--- config.mk ---
export PLATFORM = sky130hd
export DESIGN_NAME = mux_rr_stream
export DESIGN_NICKNAME = d
export VERILOG_FILES = /design/src/rtl/mux_rr_stream.sv
export SDC_FILE = /design/constraint.sdc
export NUM_CORES = 1
export LEC_CHECK = 0
export ABC_CLOCK_PERIOD_IN_PS = 2250
export CELL_PAD_IN_SITES_DETAIL_PLACEMENT = 1
export CELL_PAD_IN_SITES_GLOBAL_PLACEMENT = 2
export CORE_MARGIN = 3
export CORE_UTILIZATION = 20
export CTS_CLUSTER_DIAMETER = 30
export DETAILED_ROUTE_END_ITERATION = 6
export PLACE_DENSITY = 0.77
export SKIP_CTS_REPAIR_TIMING = 1
export SLEW_MARGIN = 20
export SYNTH_ARGS = -nofsm -noshare
export SYNTH_HDL_FRONTEND = slang
export SYNTH_SLANG_ARGS = --single-unit
--- constraint.sdc ---
create_clock -name clk -period 2.25 [get_ports clk]
set_input_delay 0.45 -clock clk [delete_from_list [all_inputs] [get_ports clk]]
set_output_delay 0.45 -clock clk [all_outputs]
set_load 0.05 [all_outputs]
--- src/rtl/mux_rr_stream.sv ---
// mux_rr_stream: NCH-to-1 stream multiplexer with a registered output.
// mode=0 serves the channel chosen by sel; mode=1 rotates fairly across
// the requesting channels, starting after the last channel served.
module mux_rr_stream #(
  parameter int NCH  = 4,
  parameter int W    = 8,
  parameter int SELW = 2
) (
  input  logic              clk,
  input  logic              rst,
  input  logic              mode,
  input  logic [SELW-1:0]   sel,
  input  logic [NCH-1:0]    in_valid,
  input  logic [NCH*W-1:0]  in_data,
  output logic [NCH-1:0]    in_ready,
  output logic              out_valid,
  output logic [W-1:0]      out_data,
  output logic [SELW-1:0]   out_ch,
  input  logic              out_ready
);

  logic            out_valid_q, out_valid_d;
  logic [W-1:0]    out_data_q,  out_data_d;
  logic [SELW-1:0] out_ch_q,    out_ch_d;
  logic [SELW-1:0] ptr_q,       ptr_d;

  logic            load;
  logic            grant_vld;
  logic [SELW-1:0] grant_idx;
  logic [W-1:0]    grant_data;

  // Grant decision: fixed select, or round-robin search from ptr+1 with wrap.
  always_comb begin
    // NOTE: every variable gets a default before any branch, so no path can
    // leave one unassigned and infer a latch.
    load      = ~out_valid_q | out_ready;
    grant_vld = 1'b0;
    grant_idx = '0;
    if (!mode) begin
      // sel values >= NCH match no channel and therefore never grant.
      for (int i = 0; i < NCH; i++) begin
        if (sel == SELW'(i) && in_valid[i]) begin
          grant_vld = 1'b1;
          grant_idx = SELW'(i);
        end
      end
    end else begin
      // First pass covers ptr+1..NCH-1, second pass wraps to 0..ptr.
      for (int i = 0; i < NCH; i++) begin
        if (!grant_vld && in_valid[i] && SELW'(i) > ptr_q) begin
          grant_vld = 1'b1;
          grant_idx = SELW'(i);
        end
      end
      for (int i = 0; i < NCH; i++) begin
        if (!grant_vld && in_valid[i] && SELW'(i) <= ptr_q) begin
          grant_vld = 1'b1;
          grant_idx = SELW'(i);
        end
      end
    end
  end

  // Handshake and data steering for the granted channel.
  always_comb begin
    in_ready   = '0;
    grant_data = '0;
    for (int i = 0; i < NCH; i++) begin
      if (grant_idx == SELW'(i)) begin
        grant_data  = in_data[i*W +: W];
        in_ready[i] = ~rst & load & grant_vld;
      end
    end
  end

  // Next state of the output register and round-robin pointer.
  always_comb begin
    out_valid_d = out_valid_q;
    out_data_d  = out_data_q;
    out_ch_d    = out_ch_q;
    ptr_d       = ptr_q;
    if (load) begin
      if (grant_vld) begin
        out_valid_d = 1'b1;
        out_data_d  = grant_data;
        out_ch_d    = grant_idx;
        // Pointer follows the served channel in both modes.
        ptr_d       = grant_idx;
      end else begin
        out_valid_d = 1'b0;
      end
    end
  end

  // State registers with synchronous active-high reset.
  always_ff @(posedge clk) begin
    // NOTE: non-blocking assignments so every flop samples pre-edge values,
    // independent of statement order.
    if (rst) begin
      out_valid_q <= 1'b0;
      out_data_q  <= '0;
      out_ch_q    <= '0;
      ptr_q       <= SELW'(NCH - 1);
    end else begin
      out_valid_q <= out_valid_d;
      out_data_q  <= out_data_d;
      out_ch_q    <= out_ch_d;
      ptr_q       <= ptr_d;
    end
  end

  assign out_valid = out_valid_q;
  assign out_data  = out_data_q;
  assign out_ch    = out_ch_q;

endmodule
-- Yosys cells after proc, flatten, opt, wreduce, memory -nomap -nowiden
Index checks and enable logic that the tools add are counted.
- $lt $le $gt $ge: 8
- eq/ne operators: 6
- multiplexer cells: 40
- bitwise logic cells: 5
- reductions and logical operators: 29
- operator list (cell ; count):
    8-bit 2-to-1 mux ; 4
    1-bit 2-to-1 mux ; 27
    1-bit logical AND ; 19
    2-bit 2-to-1 mux ; 9
    2-bit == test (second input constant) ; 4
    1-bit zero test ; 7
    2-bit by 1-bit == test with 1-bit output (second input constant) ; 2
    1-bit by 2-bit greater-than comparator with 1-bit output (first input constant) ; 2
    2-bit greater-than comparator (first input constant) ; 2
    1-bit by 2-bit <= comparator with 1-bit output (first input constant) ; 2
    2-bit <= comparator (first input constant) ; 2
    2-bit zero test ; 2
    1-bit bitwise AND ; 2
    1-bit inverter ; 2
    2-bit AND reduction ; 1
    1-bit bitwise OR ; 1
- bits in registers: 13
- output and inout port bits: 15
- logic and storage cells: 92

-- Depth between registers and ports, before layout
- depth after elaboration: 44
- depth in mapped cells: 6
- gate-level depth less buffers: 5

-- Least setup slack after synthesis
No wires, ideal clock.
- path kind: input port to output port
- start: input port sel[1]
- end: output port in_ready[2]
- arrival: 2204 ps
- setup slack: -404 ps
- stages on the path: 6
- path buffers: 1
- cell sequence: mux4_1 > mux2i_1 > a21o_1 > or3b_1 > buf_6 > nor2_1
- word-level cells in the longest chain between the ends: 9
- RTL lines (element ; line ; RTL):
    start: declaration ; 12 ; input logic [SELW-1:0] sel,
    2-bit zero test ; 42 ; if (sel == SELW'(i) && in_valid[i]) begin
    1-bit logical AND ; 42 ;
    1-bit 2-to-1 mux (4 in a row) ; 42 ;
    1-bit 2-to-1 mux ; 39 ; if (!mode) begin
    1-bit bitwise AND ; 71 ; in_ready[i] = ~rst & load & grant_vld;
    1-bit 2-to-1 mux * ; 69 ; if (grant_idx == SELW'(i)) begin
    end: declaration ; 15 ; output logic [NCH-1:0] in_ready,
Every way passes the cells marked *; elsewhere a longest branch is shown, timed or not.

-- Worst setup path after layout
- start: input port out_ready
- end: output port in_ready[1]
- word-level cells in the longest chain between the ends: 4
- RTL lines (element ; line ; RTL):
    start: declaration ; 19 ; input logic out_ready
    1-bit bitwise OR ; 36 ; load = ~out_valid_q | out_ready;
    1-bit bitwise AND (2 in a row) ; 71 ;
    1-bit 2-to-1 mux ; 69 ;
Every way passes these cells.

==> flow_metrics.py <==
metrics = {
    "final_layout": {
        "fillers": 464,
        "area_growth_pct": 98.1,
        "fin_util_pct": 42.7,
        "n_antenna_cell": 0,
        "most-common-layout-cells": "45 x clkdlybuf4s50_1, 18 x mux2i_1, 18 x buf_4",
        "fin_area_um2": 1780,
        "multi_input_area_um2": 672,
        "fin_cells": 215,
        "seqCellArea_um2": 262,
        "final_nets": 208,
        "drive_gt1_share_pct": 33.9,
        "layout_commonest_cell": "clkdlybuf4s50_1",
    },
    "placed_design": {
        "dp_hpwl_um": 2670,
        "placed_cells": 208,
        "place_area_um2": 1630,
        "pre_cts_ws_ps": -635,
        "numPortBuffers": 56,
        "place_congestion": 0.814,
    },
    "clock_network": {
        "cts-root-buf": "clkbuf_8",
        "clock_latency_ps": 250,
        "cts_tree": "yes",
        "clock-sinks": 13,
        "clk_pin_slew_ps": 60,
        "htree_levels": 1,
        "cts-buffers-inserted": 3,
        "cts_buffer_depth": 2,
    },
    "worst_hold_path": {
        "hp-class": "reg -> reg",
        "hp-start": "out_ch[0]$_SDFFE_PP0P_",
        "hold_depth": 2,
        "min_to": "out_ch[0]$_SDFFE_PP0P_",
    },
    "global_route": {
        "grt.total_usage_pct": 13.0,
        "grt_pass1_vias": 1191,
        "antenna_found_initial": 0,
        "overflow": 0,
        "grt_first_pass_wirelength_um": 5440,
        "grt_max_degree": 13,
    },
    "run_status": {
        "status": "complete, but fails checks",
        "violations": "setup timing",
    },
    "detailed_routing": {
        "drt_pass1_iterations": 4,
        "detail-route-antenna-nets": 0,
        "routed_via_density": 4.71,
        "totalWireLength_um": 3330,
        "drc": 0,
        "avgRoutedWirePerCell_um": 15.5,
        "drt_iter0_markers": 19,
        "num_vias": 1013,
    },
    "synth": {
        "synth_warnings": 0,
        "async_reset_ff_share_pct": 0,
        "synth_cells": 91,
        "mappedNetlistNets": 133,
        "synth_area_per_cell_um2": 9.89,
        "synth_cell_types": 26,
        "yosysSeqAreaShare_pct": 28.9,
        "synth.cell_area_um2": 900,
        "synth_edf_count": 0,
        "synth_ff_type": "dfxtp_1",
        "synth_seq_cells": 13,
    },
    "power_and_ir_drop": {
        "pwr-share-seq_pct": 28.7,
        "swShare_pct": 37.0,
        "p_sw_uw": 362,
        "peakVddDrop_v": 0.000218,
        "leakage_nw": 0.723,
        "p_int_uw": 616,
        "powerDensity_nw_per_um2": 549,
        "clock_power_share_pct": 22.7,
        "total_power_uw": 978,
        "comb_power_share_pct": 48.6,
    },
    "setup_path": {
        "critPathLaunchType": "input pin",
        "worst_r2r_path_depth": 7,
        "worst_ep_required_time_ps": 1800,
        "r2r_start": "ptr_q[0]$_SDFFE_PP1P_",
        "critPathKind": "in -> out",
        "ff2ff_setup_slack_ps": 400,
        "critPathArrivalTime_ps": 1860,
        "cp_max_fo": 4,
        "r2r-end": "out_data[7]$_SDFFE_PP0P_",
        "critPathCaptureType": "output port",
    },
    "timing": {
        "worst_slack_ps": -64.8,
        "slew_violations": 0,
        "finClkSkew_ps": 6.75,
        "grt_setup_unrepaired": "true",
        "tightest_slew_ps": 517,
        "hold_viol": 0,
        "min_period_over_period_pct": 103,
        "max_slew_margin_pct": 65.4,
        "fin_crit_ps": 2310,
        "fmax_mhz": 432,
        "finalSetupViolCount": 4,
    },
    "floorplanning": {
        "fp.dieW_um": 73.1,
        "initial_core_util_pct": 21.6,
        "die_area_um2": 5340,
        "core-area_um2": 4170,
        "rows": 23,
        "die_h_um": 73.1,
        "io_pins": 57,
    },
    "flow_run": {
        "cap_violations": 0,
    },
}
[per-stage QoR]
| stage | TNS (ps) | hold slack, ps |
|---|---|---|
| after floorplan | -394 | 454 |
| after global placement | -4930 | 467 |
| after detailed placement | -6160 | 499 |
| after CTS | -3620 | 513 |
| after global routing | -414 | 540 |
| final | -236 | 504 |
[synth_stat cells, drive strengths merged (2+ instances only)]
cell type / n / area (µm²)
nor2b: 4 / 25.0
inv: 3 / 11.3
o21ai: 4 / 20.0
a21oi: 3 / 15.0
nand3b: 8 / 60.1
o221ai: 9 / 129
buf: 5 / 33.8
mux2i: 19 / 190
dfxtp: 13 / 260
a21o: 2 / 15.0
nand2b: 2 / 12.5
nor2: 8 / 30.0
[power by group through the flow]
stage	Combinational (mW)	Sequential, mW	Clock [mW]
2_1_floorplan	0.162	0.369	0
3_5_place_dp	0.448	0.284	0
4_1_cts	0.450	0.280	0.233
6_report	0.475	0.281	0.222
3_3_place_gp	0.441	0.283	0
5_1_grt	0.507	0.285	0.242
[layer usage]
metal	routed length (µm)	GRT usage, %	part of all wire (%)
met3	174	2.89	5.2
met5	0	0	0
met2	1680	21.8	51
met4	22	4.71	0.66
met1	1450	16.1	43
[final cells by class]
cell class / instances / area share [%]
clock buffers: 4 / 2.53
inverters: 3 / 0.632
multi-input cells: 69 / 37.7
flip-flops and latches: 13 / 14.7
well taps: 50 / 3.51
repair buffers: 76 / 40.9
[sequential cells by signal, summed over array words and instances (netlist names)]
| name | flops |
|---|---|
| out_data | 8 |
| out_ch | 2 |
| out_valid | 1 |
| ptr_q | 2 |
[worst max-delay path, cell delays in order]
cell,delay (ps)
clkdlybuf4s50_1,450
inv_1,50
a21o_1,210
or3_4,420
nor2_4,130
buf_8,150
[worst max-delay path by stage]
stage / slack (ps) / to / cells past startpoint / startpoint
floorplan: -140 / in_ready[0] / 6 / sel[1]
global placement: -540 / in_ready[3] / 7 / in_valid[3]
detailed placement: -640 / in_ready[3] / 7 / in_valid[1]
CTS: -650 / in_ready[3] / 7 / in_valid[1]
global route: -110 / in_ready[0] / 7 / sel[1]
finish: -60 / in_ready[1] / 6 / out_ready
[cell families (layout without fill, tap and decap cells)]
family                 count (synthesis)  after routing  synth area share (%)
AOI/OAI and AO/OA                     21             21                  22.7
buffers and inverters                  9             83                  5.42
DFF                                   13             13                  28.9
muxes                                 21             21                  25.3
and+or+nand+nor                       27             27                  17.7
Note: power is estimated with default switching activity, not from simulation.
